==> src/rtl/mult_hilo_ctrl.sv <==
// mult_hilo_ctrl: multicycle signed 32x32 multiply sequencer with HI/LO registers, MT writes and MF stall
module mult_hilo_ctrl #(
    parameter int WIDTH      = 32,
    parameter int MUL_CYCLES = 4
) (
    input  logic             clk,
    input  logic             rst_n,
    input  logic             start,
    input  logic [WIDTH-1:0] op_a,
    input  logic [WIDTH-1:0] op_b,
    input  logic             mthi_we,
    input  logic             mtlo_we,
    input  logic [WIDTH-1:0] wdata,
    input  logic             rd_req,
    output logic             busy,
    output logic             done,
    output logic             stall,
    output logic [WIDTH-1:0] hi,
    output logic [WIDTH-1:0] lo
);
    typedef enum logic {IDLE, CALC} state_t;

    localparam logic [3:0] CNT_INIT = 4'(MUL_CYCLES - 1);

    state_t             state;
    logic [3:0]         cnt;
    logic [WIDTH-1:0]   a_q, b_q;
    logic [2*WIDTH-1:0] p;

    // Low 2*WIDTH bits of the product of sign-extended operands equal the signed product
    assign p = {{WIDTH{a_q[WIDTH-1]}}, a_q} * {{WIDTH{b_q[WIDTH-1]}}, b_q};

    // HI/LO already hold the product in the done cycle, so only busy can stall a read
    assign stall = busy & rd_req;

    // Sequencer: capture operands, count out the settle window, then commit the product
    always_ff @(posedge clk or negedge rst_n) begin
        if (!rst_n) begin
            state <= IDLE;
            a_q   <= '0;
            b_q   <= '0;
            cnt   <= '0;
            hi    <= '0;
            lo    <= '0;
            busy  <= 1'b0;
            done  <= 1'b0;
        end else begin
            done <= 1'b0;
            if (state == IDLE) begin
                if (mthi_we) hi <= wdata;
                if (mtlo_we) lo <= wdata;
                if (start) begin
                    a_q   <= op_a;
                    b_q   <= op_b;
                    cnt   <= CNT_INIT;
                    busy  <= 1'b1;
                    state <= CALC;
                end
            end else if (cnt != 4'd0) begin
                cnt <= cnt - 4'd1;
            end else begin
                hi    <= p[2*WIDTH-1:WIDTH];
                lo    <= p[WIDTH-1:0];
                busy  <= 1'b0;
                done  <= 1'b1;
                state <= IDLE;
            end
        end
    end
endmodule
==> config.mk <==
export PLATFORM = sky130hd
export DESIGN_NAME = mult_hilo_ctrl
export DESIGN_NICKNAME = d
export VERILOG_FILES = /design/src/rtl/mult_hilo_ctrl.sv
export SDC_FILE = /design/constraint.sdc
export NUM_CORES = 2
export LEC_CHECK = 0
export CAP_MARGIN = 20
export CORE_MARGIN = 10
export CORE_UTILIZATION = 56
export CTS_BUF_LIST = sky130_fd_sc_hd__clkbuf_8
export DETAILED_ROUTE_END_ITERATION = 10
export GPL_TIMING_DRIVEN = 1
export PLACE_DENSITY = 0.8
export SYNTH_ARGS = -nofsm -noshare
export SYNTH_HDL_FRONTEND = slang
export SYNTH_SLANG_ARGS = --single-unit
export TNS_END_PERCENT = 100
==> constraint.sdc <==
create_clock -name clk -period 16.75 [get_ports clk]
set_input_delay 3.35 -clock clk [delete_from_list [all_inputs] [get_ports clk]]
set_output_delay 3.35 -clock clk [all_outputs]
set_load 0.02 [all_outputs]
### After elaboration in Yosys (flattened, before gate mapping)

Cells that the tools add are included.

* equal/unequal tests: 2
* multiply operators: 1
* mux-type cells: 17
* add/subtract/negate cells: 1
* reduce and logical (&&, ||, !) cells: 9
* bitwise logic cells: 2

Operators by type and width (count)
* 32-bit two-way mux: 6
* 32-bit by 32-bit multiplier with 64-bit output: 1
* 4-bit two-way mux: 3
* 2-bit AND reduction: 5
* 1-bit two-way mux: 8
* 2-bit nonzero test: 3
* 4-bit nonzero test: 1
* 4-bit by 1-bit subtractor with 4-bit output (second input constant): 1
* 2-bit by 1-bit inequality test with 1-bit output (second input constant): 1
* 2-bit inequality test (second input constant): 1
* 1-bit bitwise AND: 1
* 1-bit inverter: 1

* bits of input ports: 102
* register bits after elaboration: 135
* output and inout bits: 67

### Logic depth before layout (Yosys ltp)

* depth in word-level cells: 3
* mapped depth: 29

### Worst setup path after synthesis

No wires, ideal clock.

* kind: register -> register
* start point: reg a_q[31]
* end point: reg hi[29]
* slack: 9.066 ns
* path buffers: 2
* data required time: 16.608 ns
* stages on the path, launching flop included: 30
* setup time: 0.142 ns
* period minus slack after synthesis: 7.684 ns
* arrival time: 7.541 ns
* path through: dfrtp_1 > clkbuf_1 > nand2_1 > inv_1 > fa_1 > inv_1 > fa_1 > inv_1 > fa_1 > fa_1 > inv_1 > fa_1 > inv_1 > fa_1 > inv_1 > fa_1 > inv_1 > fa_1 > ha_1 > clkbuf_1 > a21o_1 > a21o_1 > a21oi_1 > o21bai_1 > a21o_1 > a21o_1 > a21oi_1 > o41ai_2 > xnor2_1 > o221ai_1

* longest elaborated chain between the ends: 3

RTL lines
* start, declared: RTL line 27 `logic [WIDTH-1:0] a_q, b_q;`
* start signal, assigned: RTL line 53 `a_q <= op_a;`
* 32-bit by 32-bit multiplier with 64-bit output: RTL line 31 `assign p = {{WIDTH{a_q[WIDTH-1]}}, a_q} * {{WIDTH{b_q[WIDTH-1]}}, b_q};`
* 32-bit two-way mux: RTL line 59 `end else if (cnt != 4'd0) begin`
* 32-bit two-way mux: RTL line 49 `if (state == IDLE) begin`
* end signal, assigned: RTL line 50 `if (mthi_we) hi <= wdata;`
* end signal, assigned: RTL line 62 `hi <= p[2*WIDTH-1:WIDTH];`
* end, declared: RTL line 18 `output logic [WIDTH-1:0] hi,`

No other way between the ends. The select of a mux whose other input is x is not followed.
A chain may end at the register's enable or synchronous reset.

### Worst setup path after layout

* start point: reg b_q[5]
* end point: reg hi[28]

* longest elaborated chain between the ends: 3

RTL lines
* start, declared: RTL line 27
* start signal, assigned: RTL line 54 `b_q <= op_b;`
* 32-bit by 32-bit multiplier with 64-bit output: RTL line 31
* 32-bit two-way mux: RTL line 59
* 32-bit two-way mux: RTL line 49

No other way between the ends. The select of a mux whose other input is x is not followed.

==> impl_metrics.tcl <==
set metrics [dict create \
    gp_congestion 0.9415 \
    wl_per_cell_um 20.13 \
    synth-edff-count 0 \
    synth-simple-area-share 0.1670 \
    slew_headroom 0.2992 \
    first_global_vias 34125 \
    die_area_um2 85570 \
    synthArstFlopShare 1.000 \
    cts_tree "done" \
    max_cap_viol_count 0 \
    io_buffers 168 \
    via_per_inst 5.597 \
    clkSinkCount 135 \
    arrival_ps 9510 \
    final_antenna_net_count 0 \
    grtUsageTotal 0.2682 \
    ys_warn_count 0 \
    synthToLayoutAreaGrowth_pct 7.208 \
    start_util 0.5672 \
    syn_inst 4451 \
    rsz0062_at_grt "no" \
    cts_setup_buffers 0 \
    finalHoldViolCount 0 \
    hpwlAfterDp_um 87660 \
    fmax_ghz 0.1111 \
    seq_area_frac_synth 0.08122 \
    run_status "finished, final reports clean" \
    clkTransAtPathRegs_ps 120 \
    synthesis.area_um2 41590 \
    drive_gt1_frac 0.02749 \
    crit_type "reg2reg" \
    rows 99 \
    nets 5831 \
    drc_errors 0 \
    ys.flop_type "dfrtp_1" \
    drtIter0Drc 2185 \
    synth-xor-area-share 0.01453 \
    final_common_cell "fa_1" \
    synth_adder_area_share 0.5768 \
    ys_ff_latch 135 \
    hold_class "reg2reg" \
    skew_ps 45.14 \
    crit_required_ps 17260 \
    cts_root_buffer "clkbuf_8" \
    end_kind "register" \
    ctsResizeCount 0 \
    clkLatencyLatePin_ps 600 \
    r2r_setup_slack_ps 7750 \
    synth.avg_cell_area_um2 9.344 \
    synth_fp_nets 5821 \
    die_y_um 292.5 \
    cts_buffers 17 \
    synth.distinct_cells 60 \
    drt_pre_antenna_iters 6 \
    start_kind "register" \
    grt_pass1_wl_um 180800 \
    cts_buffer_depth 2 \
    via_count 30438 \
    routed_wl_um 109500 \
    io-pin-count 169 \
    synth-compound-area-share 0.04630 \
    worst_pin_slew_ps 1051 \
    cp_max_fo 33 \
    h-tree-depth 4 \
    core_um2 73330 \
    dieWidth_um 292.5 \
    period_share 0.5374 \
    synthMuxAreaShare 0.006047 \
    mostFrequentLayoutCells "fa_1, inv_1, nand2_1" \
    synth_top_family_by_area "adder cells" \
    slew_viol_final 0 \
    grt_max_degree 84 \
    hold_buffers 0 \
    grt.overflow.total 0 \
    tns_ps 0 \
    period_needed_ps 9001 \
    antenna_found_initial 6 \
    setup_viol 0 \
]
## stage by stage
step	instance area, µm²	utilization	setup WS, ps	cells	hold WS, ps
4_1_cts	44470	0.6065	7737	5429	488.1
6_report	44590	0.6081	7749	5438	481.8
3_3_place_gp	44070	0.6010	8038	5397	458.7
3_5_place_dp	44070	0.6010	7833	5397	463.7
5_1_grt	44590	0.6081	7126	5438	509.3
2_1_floorplan	41590	-	9066	4451	453.5
## Yosys cell counts, drive strengths merged (10+ instances only)
| library cell | number | share of area |
|---|---|---|
| fa | 1082 | 0.52 |
| inv | 949 | 0.086 |
| nand2 | 756 | 0.068 |
| and2 | 515 | 0.077 |
| clkbuf | 239 | 0.022 |
| ha | 186 | 0.056 |
| dfrtp | 135 | 0.081 |
| a21oi | 108 | 0.013 |
| o21ai | 106 | 0.013 |
| nor2 | 67 | 0.0060 |
| xnor2 | 53 | 0.011 |
| a21o | 36 | 0.0065 |
| mux2i | 24 | 0.0058 |
| nand3 | 19 | 0.0024 |
| nor2b | 19 | 0.0029 |
| nand2b | 16 | 0.0024 |
| xor2 | 16 | 0.0034 |
| nand4 | 12 | 0.0018 |
| a31oi | 11 | 0.0017 |
| nor3b | 10 | 0.0018 |
| o21bai | 10 | 0.0018 |
## sequential cells by signal, indices dropped and copies added (netlist names)
register,count
done,1
b_q,32
cnt,4
hi,32
state,1
a_q,32
busy,1
lo,32
## cell type report
class                   instances  area [µm²]
multi-input cells            3119       33750
fillers                      5940       28740
inverters                     950        3566
flip-flops and latches        135        3382
repair buffers                238        2281
well taps                     959        1200
clock buffers                  18       247.7
clock inverters                14       152.6
diodes                          5       12.51
## cells by family after synthesis
logic type | count (synthesis)
mux | 25
flops | 135
xor+xnor | 69
simple gates | 1437
compound gates | 320
fa+ha+maj | 1268
buf+inv | 1197
## routing by layer
| layer | GRT usage | vias up | wire length [µm] | share of wire |
|---|---|---|---|---|
| li1 | - | 12930 | - | - |
| met1 | 0.3204 | 15772 | 39230 | 0.36 |
| met2 | 0.4645 | 1373 | 56430 | 0.52 |
| met3 | 0.04577 | 361 | 8263 | 0.075 |
| met4 | 0.1348 | 2 | 5553 | 0.051 |
| met5 | 0 | - | 13 | 0.00012 |
## worst paths after layout
kind | depth (start not counted) | startpoint | to
setup / recovery | 26 | b_q[5]$_DFFE_PN0P_ | hi[28]$_DFFE_PN0P_
setup reg to reg | 26 | b_q[5]$_DFFE_PN0P_ | hi[28]$_DFFE_PN0P_
hold / removal | 2 | b_q[24]$_DFFE_PN0P_ | b_q[24]$_DFFE_PN0P_
hold reg to reg | 2 | b_q[24]$_DFFE_PN0P_ | b_q[24]$_DFFE_PN0P_
min in group asynchronous | 1 | rst_n | cnt[2]$_DFFE_PN0P_
max in group asynchronous | 2 | rst_n | a_q[7]$_DFFE_PN0P_
## worst max-delay path, cell delays in order (launching register included)
cell,delay [ps]
dfrtp_1,1050
nand2_1,300
inv_1,170
fa_1,420
inv_1,250
fa_1,470
inv_1,220
fa_1,510
fa_1,910
inv_1,420
fa_1,590
inv_1,50
fa_1,520
inv_1,40
fa_1,470
inv_1,50
fa_1,450
ha_1,380
a21oi_1,300
a21boi_0,130
o21ai_0,190
nand2b_1,90
nand3_1,80
a21oi_1,80
o31ai_1,380
mux2i_1,220
a2bb2oi_1,160
Power is left out: the tool's default activity adds up to more than one toggle a clock period on the data nets, which glitch-free logic cannot reach.
